## src/rtl/fifo_arb_pkg.sv

```systemverilog
// Shared types, default widths and width helpers for the FIFO write-port arbiter.
package fifo_arb_pkg;

    typedef enum logic {
        IDLE  = 1'b0,
        BURST = 1'b1
    } arb_state_t;

    localparam int DEF_N_REQ     = 4;
    localparam int DEF_DW        = 8;
    localparam int DEF_BURST_LEN = 4;
    localparam int DEF_STALL_MAX = 16;
    localparam int DEF_CNT_W     = 4;

    // Bits needed to index n items (at least 1).
    function automatic int idx_width(input int n);
        return (n < 2) ? 1 : $clog2(n);
    endfunction

    // Bits needed to hold the values 0..max_val (at least 1).
    function automatic int cnt_width(input int max_val);
        return (max_val < 1) ? 1 : $clog2(max_val + 1);
    endfunction

    localparam int OWN_W = idx_width(DEF_N_REQ);

endpackage

```

## src/rtl/fifo_wr_arbiter_rr_picker.sv

```systemverilog
// Combinational round-robin picker: first set request scanning upward from last_owner+1.
module rr_picker
    import fifo_arb_pkg::*;
#(
    parameter int N_REQ = DEF_N_REQ,
    parameter int OWN_W = idx_width(N_REQ)
) (
    input  logic [N_REQ-1:0] req,
    input  logic [OWN_W-1:0] last_owner,
    output logic [OWN_W-1:0] pick_idx,
    output logic             pick_vld
);

    // Scan from the farthest candidate down so the nearest one after last_owner wins.
    always_comb begin
        int idx;
        // NOTE: every combinational output gets a default first, so no path leaves it unassigned and no latch is inferred.
        idx      = 0;
        pick_idx = '0;
        pick_vld = 1'b0;
        for (int k = N_REQ; k >= 1; k--) begin
            idx = (int'(last_owner) + k) % N_REQ;
            if (req[OWN_W'(idx)]) begin
                pick_idx = OWN_W'(idx);
                pick_vld = 1'b1;
            end
        end
    end

endmodule

```

## src/rtl/fifo_wr_arbiter.sv

```systemverilog
// Burst-granted round-robin arbiter sharing one sync FIFO write port among N_REQ producers,
// with a watchdog that revokes a grant stuck behind a full FIFO.
module fifo_wr_arbiter
    import fifo_arb_pkg::*;
#(
    parameter int N_REQ     = DEF_N_REQ,
    parameter int DW        = DEF_DW,
    parameter int BURST_LEN = DEF_BURST_LEN,
    parameter int STALL_MAX = DEF_STALL_MAX,
    parameter int CNT_W     = DEF_CNT_W
) (
    input  logic                clk,
    input  logic                reset,
    input  logic [N_REQ-1:0]    req,
    input  logic [N_REQ*DW-1:0] req_data,
    output logic [N_REQ-1:0]    ack,
    output logic [N_REQ-1:0]    grant,
    output logic                fifo_wr,
    output logic [DW-1:0]       fifo_din,
    input  logic                fifo_full,
    input  logic [CNT_W-1:0]    fifo_cnt,
    output logic                stall_err
);

    localparam int OWN_W   = idx_width(N_REQ);
    localparam int BEAT_W  = cnt_width(BURST_LEN);
    localparam int STALL_W = cnt_width(STALL_MAX);
    localparam logic [N_REQ-1:0] ONE_HOT0 = {{(N_REQ-1){1'b0}}, 1'b1};

    arb_state_t         r_state;
    arb_state_t         w_next_state;
    logic [OWN_W-1:0]   r_owner;
    logic [OWN_W-1:0]   r_last_owner;
    logic [N_REQ-1:0]   r_grant;
    logic [BEAT_W-1:0]  r_beat_cnt;
    logic [STALL_W-1:0] r_stall_cnt;
    logic               r_stall_err;

    logic [OWN_W-1:0]   w_pick_idx;
    logic               w_pick_vld;
    logic               w_owner_req;
    logic               w_wr;
    logic               w_last_beat;
    logic               w_drop;
    logic               w_stall_fire;
    logic               w_exit;
    logic [DW-1:0]      w_data [N_REQ];

    // Occupancy is status only; it never steers the arbiter.
    logic               w_unused_cnt;
    assign w_unused_cnt = ^fifo_cnt;

    for (genvar gi = 0; gi < N_REQ; gi++) begin : g_data
        assign w_data[gi] = req_data[gi*DW +: DW];
    end

    rr_picker #(
        .N_REQ (N_REQ),
        .OWN_W (OWN_W)
    ) u_picker (
        .req        (req),
        .last_owner (r_last_owner),
        .pick_idx   (w_pick_idx),
        .pick_vld   (w_pick_vld)
    );

    assign w_owner_req  = req[r_owner];
    assign w_wr         = (r_state == BURST) && w_owner_req && !fifo_full;
    assign w_last_beat  = w_wr && (r_beat_cnt == BEAT_W'(BURST_LEN - 1));
    assign w_drop       = (r_state == BURST) && !w_owner_req;
    assign w_stall_fire = (r_state == BURST) && w_owner_req && fifo_full
                          && (r_stall_cnt == STALL_W'(STALL_MAX - 1));
    assign w_exit       = w_last_beat || w_drop || w_stall_fire;

    // NOTE: sequential state uses non-blocking assignments so every register samples pre-edge values.
    always_ff @(posedge clk or posedge reset) begin
        if (reset) r_state <= IDLE;
        else       r_state <= w_next_state;
    end

    always_comb begin
        w_next_state = r_state;
        case (r_state)
            IDLE:    if (w_pick_vld) w_next_state = BURST;
            BURST:   if (w_exit)     w_next_state = IDLE;
            default: w_next_state = IDLE;
        endcase
    end

    always_comb begin
        ack      = '0;
        fifo_wr  = w_wr;
        fifo_din = w_wr ? w_data[r_owner] : '0;
        ack[r_owner] = w_wr;
    end

    always_ff @(posedge clk or posedge reset) begin
        if (reset) begin
            r_owner      <= '0;
            r_last_owner <= OWN_W'(N_REQ - 1);
            r_grant      <= '0;
            r_beat_cnt   <= '0;
            r_stall_cnt  <= '0;
            r_stall_err  <= 1'b0;
        end else begin
            r_stall_err <= w_stall_fire;
            case (r_state)
                IDLE: begin
                    if (w_pick_vld) begin
                        r_owner     <= w_pick_idx;
                        r_grant     <= ONE_HOT0 << w_pick_idx;
                        r_beat_cnt  <= '0;
                        r_stall_cnt <= '0;
                    end
                end
                BURST: begin
                    if (w_exit) begin
                        r_last_owner <= r_owner;
                        r_grant      <= '0;
                    end else if (w_wr) begin
                        r_beat_cnt  <= r_beat_cnt + 1'b1;
                        r_stall_cnt <= '0;
                    end else if (w_owner_req && fifo_full) begin
                        r_stall_cnt <= r_stall_cnt + 1'b1;
                    end
                end
                default: r_grant <= '0;
            endcase
        end
    end

    assign grant     = r_grant;
    assign stall_err = r_stall_err;

endmodule

```

## config.mk

```make
export PLATFORM = sky130hd
export DESIGN_NAME = fifo_wr_arbiter
export DESIGN_NICKNAME = d
export VERILOG_FILES = /design/src/rtl/fifo_arb_pkg.sv /design/src/rtl/fifo_wr_arbiter_rr_picker.sv /design/src/rtl/fifo_wr_arbiter.sv
export SDC_FILE = /design/constraint.sdc
export NUM_CORES = 1
export LEC_CHECK = 0
export CAP_MARGIN = 20
export CORE_MARGIN = 4
export CORE_UTILIZATION = 44
export DETAILED_ROUTE_END_ITERATION = 8
export HOLD_SLACK_MARGIN = 0.12
export PLACE_DENSITY = 0.95
export SLEW_MARGIN = 20
export SYNTH_ARGS = -nofsm -noshare
export SYNTH_HDL_FRONTEND = slang
export SYNTH_SLANG_ARGS = --single-unit
```

## constraint.sdc

```tcl
create_clock -name clk -period 6.1 [get_ports clk]
set_input_delay 0.915 -clock clk [delete_from_list [all_inputs] [get_ports clk]]
set_output_delay 0.915 -clock clk [all_outputs]
set_load 0.1 [all_outputs]
```

==> results.sh, run 1 <==
export IMPL_synth_top_cells_by_area="dfrtp_1, mux4_2, and3_1"
export IMPL_path_clk_slew_ns=0.10
export IMPL_synthAdderAreaFrac_pct=3.90
export IMPL_drive_gt1_share_pct=10.2
export IMPL_clk_latency_ns=0.30
export IMPL_port_buffers=56
export IMPL_fill_cells=205
export IMPL_core_area_sq_mm=0.00278
export IMPL_synth_async_reset_ratio_pct=100
export IMPL_status="complete, no violations"
export IMPL_hold_viol_final=0
export IMPL_relSlewSlack_pct=34.1
export IMPL_grt_pass1_wl_um=5110
export IMPL_cts_hold_buf=0
export IMPL_pwr_share_comb_pct=65.4
export IMPL_rr_worst_depth=4
export IMPL_ant_nets=0
export IMPL_syn_inst=122
export IMPL_switchingPower_uw=485
export IMPL_io_pins=61
export IMPL_grt_pass1_vias=1170
export IMPL_fin_ws_ns=1.75
export IMPL_die_y_um=62.0
export IMPL_synth_top_area_share_pct=31.2
export IMPL_gp_congestion=0.921
export IMPL_via_count=1228
export IMPL_cp_max_fo=10
export IMPL_antenna_found_initial=0
export IMPL_period_share_pct=71.3
export IMPL_finalClockSkew_ns=0.00575
export IMPL_reg2reg_slack_ns=3.79
export IMPL_route_detailed_wl_per_inst_um=17.0
export IMPL_cpMostUsedCell="clkdlybuf4s50_1"
export IMPL_cap_viol_max_count=0
export IMPL_worst_setup_path_end_kind="primary output"
export IMPL_drt_iter0_drc=59
export IMPL_regToRegStartpoint="r_owner[0]$_DFFE_PP0P_"
export IMPL_power_density_mw_per_mm2=475
export IMPL_diodes=0
export IMPL_cp_data_required_time_ns=5.18
export IMPL_synth_area_leader_cell="dfrtp_1"
export IMPL_min_path_type="reg2reg"
export IMPL_via_per_inst=5.93
export IMPL_power_uw=888
export IMPL_yosysSeqAreaShare_pct=35.3
export IMPL_core_rowCount=19
export IMPL_cts_made_buffers=3
export IMPL_seqPwrFrac_pct=27.3
export IMPL_synth_xor_area_share_pct=0
export IMPL_ys_seq_elements=18
export IMPL_drtPass1Iterations=4
export IMPL_finalSetupViolations=0
export IMPL_htree_levels=1
export IMPL_fin_setup_tns_ns=0
export IMPL_worstHoldStart="grant[3]$_DFFE_PP0P_"
export IMPL_cts_resized=0
export IMPL_post_synth_top_count_cell="dfrtp_1"
export IMPL_cts_buffer_depth=2
export IMPL_critPathKind="in2out"
export IMPL_worstHoldEndpoint="grant[3]$_DFFE_PP0P_"
export IMPL_synth_top_family_by_area="simple AND/OR/NAND/NOR gates"
export IMPL_switching_share_pct=54.7
export IMPL_dieArea_sq_mm=0.00385
export IMPL_postCtsSetupBuffers=0
export IMPL_synthMuxAreaShare_pct=19.7
export IMPL_grtUsageTotal_pct=18.1
export IMPL_drt_total_wl_um=3510
export IMPL_final_net_count=224
export IMPL_p_clk_share_pct=7.3
export IMPL_yosysUniqueCellTypes=37
export IMPL_path_cells="clkdlybuf4s50_1 -> nor2b_1 -> nand2_1 -> nor3b_1 -> clkdlybuf4s50_1"
export IMPL_synth_area_sq_mm=0.00128
export IMPL_yosysWarnings=0
export IMPL_cts_root_buf="clkbuf_4"
export IMPL_final_util_pct=67.3
export IMPL_synth_compound_area_share_pct=13.9
export IMPL_synth_flop_cell="dfrtp_1"
export IMPL_worstHoldPathCells=1
export IMPL_die_w_um=62.0
export IMPL_worstReg2RegEnd="grant[1]$_DFFE_PP0P_"
export IMPL_crit_path_start_kind="primary input"
export IMPL_cp_slowest_cell="clkdlybuf4s50_1"
export IMPL_grt_max_degree=19
export IMPL_area_growth_pct=45.7
export IMPL_grt_ovfl_total=0
export IMPL_cp_data_arrival_time_ns=3.43
export IMPL_ir_worst_vdd_uv=503
export IMPL_p_leak_uw=0.000814
export IMPL_start_util_pct=46.2
export IMPL_drc_errors=0
export IMPL_avgSynthCellArea_sq_um=10.5
export IMPL_cts_sinks=18
export IMPL_synth_edf_count=0
export IMPL_rsz0062_at_grt="false"
export IMPL_cpPeakStageDelay_ns=1.17
export IMPL_yosys_area_share_simple_pct=21.8
export IMPL_slew_violations=0
export IMPL_fin_crit_ns=4.35
export IMPL_hold_slack_ns=0.502
export IMPL_pre_cts_ws_ns=1.68
export IMPL_tritoncts="done"
export IMPL_p_int_uw=403
export IMPL_place_hpwl_um=2800
export IMPL_syn_num_nets=169
export IMPL_yosys_top_cells_count="dfrtp_1, nand2_1, and3_1"
export IMPL_max_freq_mhz=230
export IMPL_worstMarginPinSlew_ns=0.985
power by group through the flow:
stage                     Combinational, uW  Clock (uW)  Sequential, uW
after global routing                    614        69.7             252
after global placement                  567           0             239
after CTS                               583        64.8             244
final                                   581        65.0             242
after floorplan                         399           0             300
after detailed placement                581           0             245
metal layers:
layer	track usage [%]	routed length (um)	vias to the layer above
li1	-	-	568
met1	19.6	1290	593
met2	32.0	1700	61
met3	5.37	480	6
met4	8.48	44	0
met5	0	0	-
cells in the final DEF (no fill, tap or decap), types with 3 or more instances in the layout:
cell / instances
ha_1: 4
a21oi_1: 5
o2bb2ai_1: 3
nand2b_1: 3
dfrtp_1: 16
inv_1: 8
mux4_2: 7
nand2_1: 12
o21ai_0: 3
nand3_1: 5
clkdlybuf4s50_1: 56
and3_1: 10
clkbuf_4: 3
a211o_1: 3
nor3_1: 3
nor2_1: 5
cell families after synthesis:
group                    Yosys count
flip-flops                        18
adder cells (fa/ha/maj)            4
multiplexers                      13
AO/OA/AOI/OAI                     25
AND/OR/NAND/NOR                   48
buffers and inverters             14
flip-flops by register name, summed over array words and instances, names as in the netlist:
name / flops
r_state: 1
r_owner: 2
r_beat_cnt: 3
r_stall_cnt: 5
stall_err: 1
grant: 4
r_last_owner: 2
cell type report:
type | instances | area (sq um) | area share, %
Sequential cell | 18 | 453 | 24.2
Multi-Input combinational cell | 90 | 762 | 40.7
Timing Repair Buffer | 56 | 561 | 30.0
Tap cell | 31 | 38.8 | 2.07
Clock buffer | 4 | 26.3 | 1.40
Inverter | 8 | 30.0 | 1.61
worst max-delay path: cells and delay by family:
kind	cells	cell delay (ns)
and+or+nand+nor	3	0.85
buffers and inverters	2	1.66
worst max path at each step:
stage               slack (ns)  depth (start not counted)     end      start
floorplan                  1.0                          3  ack[0]  fifo_full
finish                    1.75                          5  ack[2]  fifo_full
global placement          1.77                          5  ack[2]  fifo_full
global route              1.55                          5  ack[2]  fifo_full
detailed placement        1.68                          5  ack[2]  fifo_full
CTS                       1.68                          5  ack[2]  fifo_full
per-stage QoR:
stage	instances	instance area, sq um
after floorplan	122	1280
after global placement	203	1840
after detailed placement	203	1840
after CTS	207	1870
after global routing	207	1870
final	207	1870
Note: power is estimated with default switching activity, not from simulation.
==> run 2: changes to the inputs <==
CORE_UTILIZATION = 41   (was 44)
PLACE_DENSITY = 0.91   (was 0.95)
clock period = 4.3 ns   (was 6.1 ns; I/O delays follow)
==> results.sh, run 2 (synthesized netlist as in run 1, its figures left out) <==
export IMPL_clk_latency_ns=0.29
export IMPL_grt_ovfl_total=0
export IMPL_ir_worst_vdd_uv=451
export IMPL_via_count=1220
export IMPL_min_path_type="reg2reg"
export IMPL_rsz0062_at_grt="false"
export IMPL_path_clk_slew_ns=0.10
export IMPL_finalClockSkew_ns=0.00379
export IMPL_io_pins=61
export IMPL_via_per_inst=5.55
export IMPL_core_rowCount=20
export IMPL_port_buffers=56
export IMPL_final_util_pct=61.8
export IMPL_place_hpwl_um=2890
export IMPL_cts_hold_buf=0
export IMPL_drive_gt1_share_pct=18.8
export IMPL_tritoncts="done"
export IMPL_cp_max_fo=10
export IMPL_postCtsSetupBuffers=0
export IMPL_grt_pass1_vias=1183
export IMPL_pwr_share_comb_pct=64.8
export IMPL_regToRegStartpoint="r_owner[0]$_DFFE_PP0P_"
export IMPL_p_leak_uw=0.000846
export IMPL_p_clk_share_pct=8.3
export IMPL_grt_pass1_wl_um=5820
export IMPL_largest_register_ffs=5
export IMPL_crit_buf_inv=2
export IMPL_status="complete, no violations"
export IMPL_layout_common_cells="clkdlybuf4s50_1, dfrtp_1, buf_4"
export IMPL_final_net_count=224
export IMPL_cp_slowest_cell="nor2b_1"
export IMPL_cts_buffer_depth=2
export IMPL_fin_setup_tns_ns=0
export IMPL_startpoint="fifo_full"
export IMPL_cts_made_buffers=3
export IMPL_start_util_pct=42.4
export IMPL_worstHoldStart="r_stall_cnt[4]$_DFFE_PP0P_"
export IMPL_grtUsageTotal_pct=17.8
export IMPL_max_freq_mhz=335
export IMPL_die_w_um=64.0
export IMPL_hold_viol_final=0
export IMPL_cp_data_arrival_time_ns=2.34
export IMPL_core_area_sq_mm=0.00303
export IMPL_route_detailed_wl_per_inst_um=16.2
export IMPL_final_common_cell="clkdlybuf4s50_1"
export IMPL_crit_path_start_kind="primary input"
export IMPL_die_y_um=64.0
export IMPL_relSlewSlack_pct=35.2
export IMPL_power_density_mw_per_mm2=679
export IMPL_worstMarginPinSlew_ns=0.970
export IMPL_path_cells="clkdlybuf4s50_1 -> nor2b_1 -> nand2_1 -> nor3b_1 -> buf_4"
export IMPL_final_cells=220
export IMPL_fin_crit_ns=2.99
export IMPL_dieArea_sq_mm=0.00409
export IMPL_cp_data_required_time_ns=3.65
export IMPL_critPathKind="in2out"
export IMPL_drtPass1Iterations=4
export IMPL_switching_share_pct=54.3
export IMPL_grt_max_degree=19
export IMPL_cpPeakStageDelay_ns=0.50
export IMPL_cts_resized=0
export IMPL_gp_congestion=0.802
export IMPL_switchingPower_uw=690
export IMPL_worst_setup_path_end_kind="primary output"
export IMPL_cap_viol_max_count=0
export IMPL_htree_levels=1
export IMPL_area_growth_pct=45.7
export IMPL_cts_sinks=18
export IMPL_cts_root_buf="clkbuf_4"
export IMPL_top_register="r_stall_cnt"
export IMPL_ant_nets=0
export IMPL_antenna_found_initial=0
export IMPL_drt_total_wl_um=3570
export IMPL_slew_violations=0
export IMPL_critPathTopFamily="simple AND/OR/NAND/NOR gates"
export IMPL_dp_cells=216
export IMPL_drt_iter0_drc=65
export IMPL_diodes=0
export IMPL_finalSetupViolations=0
export IMPL_drc_errors=0
export IMPL_p_int_uw=580
export IMPL_seqPwrFrac_pct=27.0
export IMPL_period_share_pct=69.4
run 2: per-layer routing:
layer	share of wire (%)	global-route usage [%]	vias to the layer above
met5	0	0	-
met4	1.3	6.47	0
met3	8.5	3.34	4
met2	48	30.5	59
met1	42	22.2	584
li1	-	-	573
run 2: final timing paths:
check	end	slack (ns)	cells past startpoint
max	ack[2]	1.31	5
min reg2reg	r_stall_cnt[4]$_DFFE_PP0P_	0.51	2
min	r_stall_cnt[4]$_DFFE_PP0P_	0.51	2
min in group asynchronous	grant[3]$_DFFE_PP0P_	0.73	2
max reg2reg	grant[1]$_DFFE_PP0P_	1.97	4
max in group asynchronous	r_beat_cnt[1]$_DFFE_PP0P_	3.15	2
run 2: area by class of cell:
cell class / instances / area (sq um)
tap: 44 / 55.1
inverter: 8 / 30.0
clock buffer: 4 / 36.3
timing repair buffer: 56 / 528
multi-input combinational: 90 / 768
sequential: 18 / 453
fill: 240 / 1160
run 2: tightest hold or removal path, cell delays in order, from the launching register on:
cell and delay, ns:
dfrtp_1 0.36, nand3_1 0.06, o31ai_1 0.06
run 2: power groups by stage:
stage	Clock (uW)	Sequential, uW	Combinational, uW
2_1_floorplan	0	426	569
3_3_place_gp	0	339	801
3_5_place_dp	0	346	825
4_1_cts	107	343	826
5_1_grt	116	358	870
6_report	105	342	822
run 2: through the flow:
step / total power, uW / hold WS (ns) / instance area [sq um] / setup slack [ns]
floorplan: 995 / 0.469 / 1290 / 0.379
global placement: 1140 / 0.482 / 1830 / 1.40
detailed placement: 1170 / 0.478 / 1830 / 1.33
CTS: 1280 / 0.507 / 1870 / 1.30
global route: 1340 / 0.542 / 1870 / 1.19
finish: 1270 / 0.508 / 1870 / 1.31
==> run 3: changes to the inputs <==
clock period = 3.1 ns   (was 4.3 ns; I/O delays follow)
==> results.sh, run 3 (synthesized netlist as in run 1, its figures left out) <==
export IMPL_max_freq_mhz=393
export IMPL_drt_iter0_drc=60
export IMPL_core_rowCount=20
export IMPL_switchingPower_uw=982
export IMPL_cp_data_arrival_time_ns=2.08
export IMPL_cts_made_buffers=3
export IMPL_final_net_count=226
export IMPL_regToRegStartpoint="r_stall_cnt[0]$_DFFE_PP0P_"
export IMPL_worstMarginPinSlew_ns=0.673
export IMPL_port_buffers=56
export IMPL_htree_levels=1
export IMPL_pre_cts_ws_ns=0.561
export IMPL_cts_buffer_depth=2
export IMPL_cpPeakStageDelay_ns=0.68
export IMPL_cts_hold_buf=0
export IMPL_p_leak_uw=0.000900
export IMPL_layout_common_cells="clkdlybuf4s50_1, dfrtp_1, nand2_1"
export IMPL_antenna_found_initial=0
export IMPL_finalSetupViolations=0
export IMPL_placed_area_sq_mm=0.00198
export IMPL_ant_nets=0
export IMPL_p_int_uw=885
export IMPL_path_cells="clkdlybuf4s50_1 -> mux4_2 -> and3_1 -> buf_12"
export IMPL_fill_cells=205
export IMPL_drc_errors=0
export IMPL_gp_congestion=0.824
export IMPL_fin_ws_ns=0.553
export IMPL_finalClockSkew_ns=0.00755
export IMPL_area_growth_pct=57.4
export IMPL_switching_share_pct=52.6
export IMPL_dp_cells=218
export IMPL_grt_max_degree=19
export IMPL_met3_usage_pct=2.46
export IMPL_crit_path_start_kind="primary input"
export IMPL_cp_data_required_time_ns=2.63
export IMPL_final_common_cell="clkdlybuf4s50_1"
export IMPL_cap_viol_max_count=0
export IMPL_io_pins=61
export IMPL_core_area_sq_mm=0.00303
export IMPL_tritoncts="done"
export IMPL_slew_violations=0
export IMPL_diodes=0
export IMPL_dieArea_sq_mm=0.00409
export IMPL_final_cells=222
export IMPL_cp_max_fo=17
export IMPL_ir_worst_vdd_uv=990
export IMPL_cts_resized=0
export IMPL_gr_usage_met1_pct=25.6
export IMPL_grt_busiest_layer="met2"
export IMPL_largest_register_ffs=5
export IMPL_relSlewSlack_pct=55.1
export IMPL_drt_total_wl_um=3660
export IMPL_hold_viol_final=0
export IMPL_grt_pass1_vias=1183
export IMPL_via_count=1208
export IMPL_drive_gt1_share_pct=23.6
export IMPL_cp_slowest_cell="mux4_2"
export IMPL_grt_use_met2_pct=29.9
export IMPL_die_w_um=64.0
export IMPL_period_share_pct=82.2
export IMPL_path_clk_slew_ns=0.11
export IMPL_grtUsageTotal_pct=18.5
export IMPL_worstHoldStart="r_stall_cnt[4]$_DFFE_PP0P_"
export IMPL_reg2reg_slack_ns=0.93
export IMPL_route_detailed_wl_per_inst_um=16.5
export IMPL_postCtsSetupBuffers=0
export IMPL_power_density_mw_per_mm2=924
export IMPL_top_register="r_stall_cnt"
export IMPL_clk_latency_ns=0.30
export IMPL_start_util_pct=42.4
export IMPL_drtPass1Iterations=4
export IMPL_place_hpwl_um=2950
export IMPL_worst_setup_path_end_kind="primary output"
export IMPL_rsz0062_at_grt="false"
export IMPL_grt_pass1_wl_um=5970
export IMPL_fin_area_sq_mm=0.00202
export IMPL_cts_sinks=18
export IMPL_critPathKind="in2out"
export IMPL_cts_root_buf="clkbuf_4"
export IMPL_die_y_um=64.0
export IMPL_final_util_pct=66.7
export IMPL_min_path_type="reg2reg"
export IMPL_status="complete, no violations"
export IMPL_grt_ovfl_total=0
export IMPL_startpoint="req[0]"
export IMPL_fin_setup_tns_ns=0
export IMPL_via_per_inst=5.44
export IMPL_p_clk_share_pct=8.0
export IMPL_seqPwrFrac_pct=24.8
export IMPL_fin_crit_ns=2.55
export IMPL_pwr_share_comb_pct=67.3
[run 3: metal layers]
metal | vias up | routed length (um) | part of all wire (%)
met1 | 567 | 1640 | 45
met2 | 62 | 1670 | 46
met5 | - | 0 | 0
met4 | 0 | 45 | 1.2
met3 | 4 | 296 | 8.1
li1 | 575 | - | -
[run 3: cell type report]
| class | instances | area, sq um | area share [%] |
|---|---|---|---|
| clock buffer | 4 | 36.3 | 1.80 |
| inverter | 8 | 30.0 | 1.49 |
| multi-input combinational | 90 | 778 | 38.5 |
| sequential | 18 | 453 | 22.4 |
| tap | 44 | 55.1 | 2.72 |
| timing repair buffer | 58 | 668 | 33.1 |
[run 3: worst paths after layout]
| kind | to | cells after the start |
|---|---|---|
| worst min-delay path | r_stall_cnt[4]$_DFFE_PP0P_ | 2 |
| worst max register to register | r_stall_cnt[2]$_DFFE_PP0P_ | 7 |
| worst min register to register | r_stall_cnt[4]$_DFFE_PP0P_ | 2 |
| min in group asynchronous | r_beat_cnt[0]$_DFFE_PP0P_ | 2 |
| worst max-delay path | fifo_din[7] | 4 |
| max in group asynchronous | grant[2]$_DFFE_PP0P_ | 2 |
[run 3: power groups by stage]
| stage | Clock, uW | Combinational [uW] | Sequential (uW) |
|---|---|---|---|
| after floorplan | 0 | 794 | 591 |
| after global placement | 0 | 1230 | 454 |
| after detailed placement | 0 | 1250 | 466 |
| after CTS | 149 | 1260 | 461 |
| after global routing | 160 | 1320 | 479 |
| final | 149 | 1260 | 462 |
[run 3: metrics by stage]
stage | total power [uW] | hold slack (ns)
after global placement | 1680 | 0.482
after CTS | 1870 | 0.521
after detailed placement | 1720 | 0.497
after floorplan | 1390 | 0.402
final | 1870 | 0.521
after global routing | 1960 | 0.541
[run 3: worst max-delay path, delay by kind of cell]
family                 cells  cell delay (ns)
buffers and inverters      2             0.68
multiplexers               1             0.68
AND/OR/NAND/NOR            1             0.25
